<file path="config.mk">
export PLATFORM = sky130hd
export DESIGN_NAME = invert_word_ctrl
export DESIGN_NICKNAME = d
export VERILOG_FILES = /design/src/rtl/invert_word_ctrl.sv
export SDC_FILE = /design/constraint.sdc
export NUM_CORES = 1
export LEC_CHECK = 0
export ABC_AREA = 1
export CAP_MARGIN = 5
export CORE_MARGIN = 2
export CORE_UTILIZATION = 50
export DETAILED_ROUTE_END_ITERATION = 16
export DONT_BUFFER_PORTS = 1
export GPL_TIMING_DRIVEN = 0
export HOLD_SLACK_MARGIN = 0.06
export PLACE_DENSITY_LB_ADDON = 0.12
export SKIP_CTS_REPAIR_TIMING = 1
export SKIP_LAST_GASP = 1
export SLEW_MARGIN = 30
export SYNTH_ARGS = -nofsm -noshare
export SYNTH_HDL_FRONTEND = slang
export SYNTH_SLANG_ARGS = --single-unit
</file>
<file path="constraint.sdc">
create_clock -name t_clk -period 1.5 [get_ports t_clk]
set_clock_uncertainty 0.2 [all_clocks]
set_input_delay 0.225 -clock t_clk [delete_from_list [all_inputs] [get_ports t_clk]]
set_output_delay 0.225 -clock t_clk [all_outputs]
set_load 0.05 [all_outputs]
</file>
<file path="src/rtl/invert_word_ctrl.sv">
// Purpose    : word-level sequencer around one bit-serial two's-complement converter (invert).
// Latency    : neg=1 -> WIDTH+2+CONV_LAT edges from accept to out_valid; neg=0 -> 1 edge.
// Backpressure: single-word buffer; in_ready only in IDLE, result held in DONE until out_ready.
//
// Ports:
//   t_clk, r               clock (rising edge), asynchronous active-high reset
//   in_valid/in_ready      request handshake; in_data/in_neg captured on the handshake
//   ser_i, ser_r, ser_y    serial link to the converter (data in, converter reset, data out)
//   out_valid/out_ready    result handshake; out_data/out_ovf stable while out_valid=1
//   busy                   high whenever a word is in flight (state != IDLE)
module invert_word_ctrl #(
    parameter int WIDTH    = 8,
    parameter int CONV_LAT = 0
) (
    input  logic             t_clk,
    input  logic             r,
    input  logic             in_valid,
    output logic             in_ready,
    input  logic [WIDTH-1:0] in_data,
    input  logic             in_neg,
    output logic             ser_i,
    output logic             ser_r,
    input  logic             ser_y,
    output logic             out_valid,
    input  logic             out_ready,
    output logic [WIDTH-1:0] out_data,
    output logic             out_ovf,
    output logic             busy
);

    localparam int               CNT_MAX  = WIDTH + CONV_LAT - 1;
    localparam int               CW       = $clog2(WIDTH + CONV_LAT + 1);
    localparam logic [CW-1:0]    CNT_LAST = CW'(CNT_MAX);
    localparam logic [WIDTH-1:0] MOST_NEG = {1'b1, {(WIDTH-1){1'b0}}};

    typedef enum logic [1:0] {
        IDLE  = 2'd0,
        CLR   = 2'd1,
        SHIFT = 2'd2,
        DONE  = 2'd3
    } state_t;

    state_t           state_q, state_d;
    logic [CW-1:0]    cnt_q, cnt_d;
    logic [WIDTH-1:0] in_sreg_q, in_sreg_d;
    logic [WIDTH-1:0] out_sreg_q, out_sreg_d;
    logic [WIDTH-1:0] out_data_q, out_data_d;
    logic             neg_q, neg_d;
    logic             ovf_q, ovf_d;
    logic             out_ovf_q, out_ovf_d;

    logic [WIDTH-1:0] out_sreg_nxt;
    logic             cap_en;

    // With a registered converter the first CONV_LAT cycles of SHIFT carry
    // stale converter output, so capture only starts once the pipe is primed.
    generate
        if (CONV_LAT == 0) begin : g_cap_mealy
            assign cap_en = 1'b1;
        end else begin : g_cap_reg
            assign cap_en = (cnt_q >= CW'(CONV_LAT));
        end
    endgenerate

    // Converter output enters at the MSB; after WIDTH captures the first
    // converted bit has walked down to the LSB.
    assign out_sreg_nxt = {ser_y, out_sreg_q[WIDTH-1:1]};

    always_comb begin
        state_d    = state_q;
        cnt_d      = cnt_q;
        in_sreg_d  = in_sreg_q;
        out_sreg_d = out_sreg_q;
        out_data_d = out_data_q;
        neg_d      = neg_q;
        ovf_d      = ovf_q;
        out_ovf_d  = out_ovf_q;

        unique case (state_q)
            IDLE: begin
                if (in_valid) begin
                    in_sreg_d = in_data;
                    neg_d     = in_neg;
                    // Negating the most-negative value wraps back onto itself.
                    ovf_d     = in_neg && (in_data == MOST_NEG);
                    if (in_neg) begin
                        state_d = CLR;
                    end else begin
                        out_data_d = in_data;
                        out_ovf_d  = 1'b0;
                        state_d    = DONE;
                    end
                end
            end
            CLR: begin
                cnt_d      = '0;
                out_sreg_d = '0;
                state_d    = SHIFT;
            end
            SHIFT: begin
                in_sreg_d = {1'b0, in_sreg_q[WIDTH-1:1]};
                cnt_d     = cnt_q + 1'b1;
                if (cap_en) begin
                    out_sreg_d = out_sreg_nxt;
                end
                if (cnt_q == CNT_LAST) begin
                    out_data_d = out_sreg_nxt;
                    out_ovf_d  = ovf_q && neg_q;
                    cnt_d      = '0;
                    state_d    = DONE;
                end
            end
            DONE: begin
                if (out_ready) begin
                    state_d = IDLE;
                end
            end
            default: state_d = IDLE;
        endcase
    end

    always_ff @(posedge t_clk or posedge r) begin
        if (r) begin
            state_q    <= IDLE;
            cnt_q      <= '0;
            in_sreg_q  <= '0;
            out_sreg_q <= '0;
            out_data_q <= '0;
            neg_q      <= 1'b0;
            ovf_q      <= 1'b0;
            out_ovf_q  <= 1'b0;
        end else begin
            state_q    <= state_d;
            cnt_q      <= cnt_d;
            in_sreg_q  <= in_sreg_d;
            out_sreg_q <= out_sreg_d;
            out_data_q <= out_data_d;
            neg_q      <= neg_d;
            ovf_q      <= ovf_d;
            out_ovf_q  <= out_ovf_d;
        end
    end

    assign in_ready  = (state_q == IDLE);
    assign out_valid = (state_q == DONE);
    assign busy      = (state_q != IDLE);
    // The converter is also held in reset while the block itself is.
    assign ser_r     = r || (state_q == CLR);
    // in_sreg is zero-filled, so ser_i falls to 0 after the last data bit.
    assign ser_i     = (state_q == SHIFT) && in_sreg_q[0];
    assign out_data  = out_data_q;
    assign out_ovf   = out_ovf_q;

endmodule
</file>
# ---- Word-level counts from Yosys, hierarchy flattened
# Cells that the tools add are included.
dict set report classes {
  n_mux 18
  eq_ne 9
  reduce_logical 12
  addsub 1
}
# cell n
set op_table {}
lappend op_table {{8-bit case mux with 2 select lines} 3}
lappend op_table {{8-bit 2-to-1 mux} 4}
lappend op_table {{8-bit equality test (second input constant)} 1}
lappend op_table {{2-bit 2-to-1 mux} 4}
lappend op_table {{2-bit case mux with 4 select lines} 1}
lappend op_table {{4-bit case mux with 2 select lines} 1}
lappend op_table {{2-bit != test (second input constant)} 3}
lappend op_table {{2-bit nonzero test} 3}
lappend op_table {{4-bit by 1-bit adder with 4-bit output (second input constant)} 1}
lappend op_table {{2-bit equality test (second input constant)} 2}
lappend op_table {{4-bit by 3-bit equality test with 1-bit output (second input constant)} 1}
lappend op_table {{4-bit 2-to-1 mux} 1}
lappend op_table {{2-bit AND reduction} 2}
lappend op_table {{4-bit AND reduction} 1}
lappend op_table {{1-bit logical AND} 3}
lappend op_table {{1-bit 2-to-1 mux} 3}
lappend op_table {{3-bit AND reduction} 1}
lappend op_table {{2-bit by 1-bit equality test with 1-bit output (second input constant)} 1}
lappend op_table {{2-bit logical NOT} 1}
lappend op_table {{2-bit by 1-bit != test with 1-bit output (second input constant)} 1}
lappend op_table {{1-bit case mux with 2 select lines} 1}
lappend op_table {{1-bit logical OR} 1}
dict set report word_totals {
  output_inout_bits 14
  in_bits 14
  ff_bits 33
}

# ---- Logic depth before layout (Yosys ltp)
# Gate-level depths: netlist of run 1.
dict set report logic_depth {
  depth_word 3
  mapped_depth 9
}

# ---- Worst setup path after synthesis of run 1
# OpenSTA, ideal clock, no wires.
dict set report synth_timing {
  path_type {register to register}
  from {register state_q[0]}
  to {register out_data_q[0], in the netlist out_data[0]}
  t_required_ns 1.179
  path_slack_ns -0.595
  arrival_ns 1.773
  stages_incl_launch_ff 8
  setup_ns 0.121
  cell_sequence {dfrtp_1 > inv_1 > ha_1 > inv_2 > nand2_4 > nand3_2 > o21bai_1 > nand2_1}
}
dict set report synth_between {
  elab_chain_len 3
  elab_cells_between_ends 8
  classes_between {eq/ne: 4; mux: 1; reduce/logical: 3}
}
# item line
set synth_lines {}
lappend synth_lines {{start, declared} 43} ;# state_t state_q, state_d;
lappend synth_lines {{start signal, assigned} 133} ;# state_q <= state_d;
lappend synth_lines {{2-bit logical NOT *} --}
lappend synth_lines {{net in_ready} 18} ;# output logic in_ready,
lappend synth_lines {{2-bit != test (no source line) or 2-bit nonzero test (tied branches)} --}
lappend synth_lines {{4-bit AND reduction (no source line)} --}
lappend synth_lines {{end signal, assigned} 137} ;# out_data_q <= out_data_d;
lappend synth_lines {{end, declared} 47} ;# logic [WIDTH-1:0] out_data_q, out_data_d;
# Mark *: on every way through the listed nets, which the timed path passes. The rest lies on a longest branch.
# A chain may end at the register's enable or synchronous reset.

# ---- Final worst setup path of run 1
dict set report layout_timing {
  from {register state_q[0]}
  to {output ser_i}
}
dict set report layout_between {
  elab_chain_len 2
}
# item line
set layout_lines {}
lappend layout_lines {{2-bit equality test} 150} ;# assign ser_i = (state_q == SHIFT) && in_sreg_q[0];
lappend layout_lines {{1-bit logical AND} 150}
lappend layout_lines {{end, declared} 21} ;# output logic ser_i,
# Every way passes these cells.

==> results.yml, run 1 <==
drt:
  remaining_drc_errors: 0
  drt_wl_total_um: 3820
  antenna_left: 0
  vias: 1495
  viasPerCell: 5.00
  firstDrtPassIters: 4
  first_iter_violations: 74
  wire_per_inst_um: 12.8
die:
  dieWidth_um: 62.7
  initial_core_util_pct: 51.7
  die_area_um2: 3940
  core_um2: 3340
  ios: 28
  placementRows: 21
  die_height_um: 62.7
yosys:
  synth_cells: 223
  yosys.cell_types.count: 19
  async_reset_ff_share_pct: 100
  synth_top_area_share_pct: 46.4
  syn_nets: 242
  synth.most_common_cell: "nand2_1"
  ys_ff_latch: 32
  synth_area_leaders: "dfrtp_1, nand2_1, inv_1, o21ai_0, nand3_1"
  ys.flop_type: "dfrtp_1"
  synth_enable_flop_cells: 0
  synth_warnings: 0
  yosysSeqAreaShare_pct: 46.4
  synth_area_leader_cell: "dfrtp_1"
  synth_common_cells: "nand2_1, inv_1, dfrtp_1, o21ai_0, nand3_1"
  synth_area_um2: 1730
  avgSynthCellArea_um2: 7.74
critical_path:
  critPathMaxStageDelay_ps: 400
  r2r_cells: 8
  crit_buf_inv: 3
  cp_data_arrival_time_ps: 1410
  reg2reg_setup_slack_ps: -290
  worstPathCellList: "inv_2, ha_4, buf_8, nand2_4, clkinvlp_4"
  critPathCaptureType: "output port"
  path_class: "reg2out"
  r2r-start: "state_q[0]$_DFFE_PP0P_"
  reg2reg_to: "out_data[5]$_DFFE_PP0P_"
  cp-start-kind: "register"
  path_max_fanout: 7
  cp_slowest_cell: "dfrtp_1"
  required_ps: 1070
  critical_path.top_delay_family: "buffers and inverters"
layout:
  fillers: 309
  final_layout_size_suffix_gt1_share_pct: 18.6
  post-route-util_pct: 64.8
  area_growth_pct: 25.2
  nNetsFinal: 271
  antenna_cells_inserted: 0
grt:
  antenna_found_initial: 0
  grt_max_degree: 33
  grt_pass1_vias: 1336
  grt_pass1_wl_um: 6020
  overflow: 0
  grtUsageTotal_pct: 19.9
timing:
  hold_viol_final: 0
  worst_pin_slew_ps: 670
  period_share_pct: 122
  period_minus_slack_ps: 1830
  rsz0062_at_grt: "true"
  drv_slew: 0
  finalWorstSetupSlack_ps: -331
  relSlewSlack_pct: 55.3
  max_freq_ghz: 0.546
  finalSetupViolations: 36
clock_network:
  cts_buffers: 5
  cts_buffer_depth: 2
  cts_sinks: 32
  cts_root_buffer: "clkbuf_4"
  cts_tree: "done"
  clk_pin_slew_ps: 90
  htree_levels: 2
  clkLatencyLatePin_ps: 330
power_and_ir_drop:
  power.density_nw_per_um2: 2420
  fin_total_pwr_uw: 5220
  vdd_drop_max_mv: 1.07
  power.leakage_uw: 0.00111
status:
  status: "finished with violations"
  violations: "setup timing"
placed_design:
  port_buffers: 0
  place_congestion: 0.761
  dp_hpwl_um: 2670
worst_hold_path:
  hp-class: "in2async"
flow_run:
  max_cap_viol_count: 0
## stage by stage
| step | hold slack [ps] | setup TNS (ps) | worst slack (ps) | cells | area (µm²) |
|---|---|---|---|---|---|
| 5_1_grt | 288 | -10950 | -406 | 299 | 2160 |
| 4_1_cts | -324 | -6440 | -499 | 277 | 1910 |
| 3_3_place_gp | 218 | -3290 | -162 | 269 | 1850 |
| 3_5_place_dp | 44.4 | -4610 | -203 | 269 | 1850 |
| 6_report | 252 | -7910 | -331 | 299 | 2160 |
| 2_1_floorplan | 141 | -1040 | -66.4 | 223 | 1800 |
## power by group
part	switching, µW	internal, µW
Combinational	1820	1180
Sequential	532	1170
Clock	279	231
Total	2630	2590
## state kept, by name (all words and copies together), names as in the netlist
signal and flops:
cnt_q 4, in_sreg_q 8, neg_q 1, out_data 8, out_ovf 1, out_sreg_q 7
ovf_q 1, state_q 2
## metal layers
metal	share of wire, %	global-route usage, %	routed length (µm)	up-vias
met2	48	31.7	1850	31
met1	45	25.7	1720	702
met5	0	0	0	-
li1	-	-	-	755
met4	1.5	9.17	59	0
met3	5.0	4.68	190	7
## logic make-up after synthesis
family	share of synthesized area, %
and+or+nand+nor	26.5
AOI/OAI and AO/OA	12.6
adders and majority gates	3.63
buffers and inverters	10.9
DFF	46.4
## worst max-delay path by stage
| stage | start | endpoint | cells after the start |
|---|---|---|---|
| CTS | state_q[0]$_DFFE_PP0P_ | ser_i | 6 |
| floorplan | state_q[1]$_DFFE_PP0P_ | out_data[0]$_DFFE_PP0P_ | 8 |
| detailed placement | state_q[1]$_DFFE_PP0P_ | out_data[4]$_DFFE_PP0P_ | 8 |
| finish | state_q[0]$_DFFE_PP0P_ | ser_i | 5 |
| global route | state_q[0]$_DFFE_PP0P_ | ser_i | 5 |
| global placement | state_q[1]$_DFFE_PP0P_ | out_data[7]$_DFFE_PP0P_ | 8 |
## cells in the final DEF, fill, tap and decap left out, types with 2 or more instances in the layout
cell type / instances
inv_1: 27
inv_2: 4
clkbuf_4: 5
buf_2: 2
buf_6: 3
buf_4: 9
nand3_1: 16
clkinvlp_4: 2
a21oi_1: 2
ha_1: 2
o21ai_0: 17
nand2_1: 72
or2_2: 2
nand2_8: 2
ha_4: 2
nand2_4: 2
o21ai_1: 9
dlygate4sd3_1: 13
clkbuf_1: 2
dfrtp_1: 31
nor2_1: 5
o21bai_1: 9
## area by class of cell
type                    count  area, µm²  area share (%)
repair buffers             23        209            9.67
plain buffers               5       47.5            2.20
multi-input cells         149        828            38.3
well taps                  46       57.6            2.66
flip-flops and latches     32        802            37.1
clock buffers               8       58.8            2.72
inverters                  36        158            7.30
Note: power is estimated with default switching activity, not from simulation.
==> inputs of run 2 (changes only) <==
--- a/config.mk
+++ b/config.mk
@@ -12,8 +12,9 @@
 export DETAILED_ROUTE_END_ITERATION = 16
 export DONT_BUFFER_PORTS = 1
 export GPL_TIMING_DRIVEN = 0
-export HOLD_SLACK_MARGIN = 0.06
+export HOLD_SLACK_MARGIN = 0.08
 export PLACE_DENSITY_LB_ADDON = 0.12
+export SETUP_SLACK_MARGIN = 0.15
 export SKIP_CTS_REPAIR_TIMING = 1
 export SKIP_LAST_GASP = 1
 export SLEW_MARGIN = 30
==> constraint.sdc (replaced) <==
create_clock -name t_clk -period 1.9 [get_ports t_clk]
set_clock_uncertainty 0.2 [all_clocks]
set_input_delay 0.285 -clock t_clk [delete_from_list [all_inputs] [get_ports t_clk]]
set_output_delay 0.285 -clock t_clk [all_outputs]
set_load 0.05 [all_outputs]
==> run 2 against run 1 <==
The run still ends with setup timing left. Count of clock-buffer cells in the layout decreased by 1. Die area is the same. Design area rose by 5.3%. Total power is 12% lower. Sequential cell count unchanged. Hold slack worse by 250 ps. Register-to-register slack improved by 260 ps. Non-clock buffer count rose by 5. Sequential power down 20%. Worst setup slack gained 210 ps. Via count increased by 6.9%. Sequential share of layout area shrank 1.9 points. Critical endpoint unchanged. Largest power group unchanged.
==> results.yml, run 2 (synthesized netlist as in run 1, its figures left out) <==
status:
  status: "finished with violations"
  violations: "setup timing"
layout:
  antenna_cells_inserted: 0
  multi_input_area_um2: 846
  area_growth_pct: 31.8
  fillers: 278
  final_layout_size_suffix_gt1_share_pct: 21.6
  post-route-util_pct: 68.2
  finish.cell_count_without_fillers: 305
  regArea_um2: 802
  nNetsFinal: 277
  final_common_cell: "nand2_1"
  layout_common_cells: "nand2_1, dfrtp_1, inv_1"
clock_network:
  clkLatencyLatePin_ps: 350
  cts_buffer_depth: 2
  clk_pin_slew_ps: 110
  cts_tree: "done"
  cts_sinks: 32
  cts_buffers: 5
  cts_root_buffer: "clkbuf_4"
  htree_levels: 2
power_and_ir_drop:
  power.leakage_uw: 0.00117
  power.density_nw_per_um2: 2010
  vdd_drop_max_mv: 1.70
die:
  dieWidth_um: 62.7
  initial_core_util_pct: 51.7
  die_height_um: 62.7
  core_um2: 3340
  placementRows: 21
  die_area_um2: 3940
  ios: 28
placed_design:
  port_buffers: 0
  dp_hpwl_um: 2590
  place_congestion: 0.798
  place_inst: 269
critical_path:
  r2r-start: "state_q[0]$_DFFE_PP0P_"
  required_ps: 1410
  r2r_cells: 9
  path_class: "reg2out"
  critPathCaptureType: "output port"
  reg2reg_setup_slack_ps: -30
  cp-endpoint: "ser_i"
  cp-start-kind: "register"
  crit_start: "state_q[0]$_DFFE_PP0P_"
  reg2reg_to: "out_ovf$_DFFE_PP0P_"
  cp_data_arrival_time_ps: 1540
  path_max_fanout: 8
timing:
  hold_viol_final: 0
  period_share_pct: 107
  rsz0062_at_grt: "true"
  worst_pin_slew_ps: 691
  period_minus_slack_ps: 2020
  relSlewSlack_pct: 53.9
  finalSetupViolations: 12
  max_freq_ghz: 0.494
  drv_slew: 0
  finalWorstSetupSlack_ps: -125
grt:
  grtUsageTotal_pct: 20.6
  antenna_found_initial: 0
  overflow: 0
  grt_max_degree: 33
  grt_pass1_vias: 1352
  grt_pass1_wl_um: 6200
drt:
  remaining_drc_errors: 0
  antenna_left: 0
  drt_wl_total_um: 4540
  firstDrtPassIters: 4
  first_iter_violations: 85
  wire_per_inst_um: 14.9
  vias: 1598
  viasPerCell: 5.24
flow_run:
  max_cap_viol_count: 0
worst_hold_path:
  min_path_cells: 4
  hp-class: "in2reg"
## run 2: cell types whose count changed in the layout (fill, tap and decap cells not counted), moves of 2 or more
cell,before,now
buf_6,3,5
clkbuf_1,2,0
nand2_1,72,70
o21ai_1,9,7
nand2_2,1,3
## run 2: per-stage QoR
stage          TNS, ps  hold WS (ps)  worst slack [ps]  power, µW  cell area [µm²]
2_1_floorplan        0           201               105       2790             1740
3_3_place_gp         0           263              8.67       3080             1800
3_5_place_dp      -127           109             -24.7       3140             1800
4_1_cts           -698          -272              -411       3760             1890
5_1_grt          -1820          80.7              -188       4880             2270
6_report          -375          6.28              -125       4580             2270
## run 2: worst min path at each step
stage | startpoint | end | slack (ps)
after floorplan | r | cnt_q[0]$_DFFE_PP0P_ | 200
after global placement | in_sreg_q[0]$_DFFE_PP0P_ | in_sreg_q[0]$_DFFE_PP0P_ | 260
after detailed placement | r | state_q[0]$_DFFE_PP0P_ | 110
after CTS | r | out_sreg_q[4]$_DFFE_PP0P_ | -270
after global routing | in_data[1] | out_data[1]$_DFFE_PP0P_ | 80
final | in_data[1] | in_sreg_q[1]$_DFFE_PP0P_ | 6
## run 2: critical path, cell delays in order (launching register included)
cell and delay (ps):
dfrtp_1 410, inv_2 80, ha_4 160, buf_6 120, buf_8 130, nand2_4 60, clkinvlp_4 230
## run 2: area by class of cell
type / instances / area share [%]
Buffer: 7 / 3.25
Tap cell: 46 / 2.53
Timing Repair Buffer: 26 / 10.5
Clock buffer: 7 / 2.86
Multi-Input combinational cell: 150 / 37.2
Sequential cell: 32 / 35.3
Clock inverter: 1 / 1.32
Inverter: 36 / 7.15
## run 2: layer usage
metal,share of wire [%],GRT usage (%),vias to the layer above,routed length (µm)
met5,0,0,-,0
met4,3.9,7.50,0,176
met3,5.6,6.13,11,253
met2,51,34.7,54,2300
met1,40,24.9,763,1810
li1,-,-,770,-
## run 2: where the power goes
part	total, µW	internal (µW)	switching (µW)
Sequential	1360	927	429
Clock	606	349	257
Combinational	2610	1040	1570
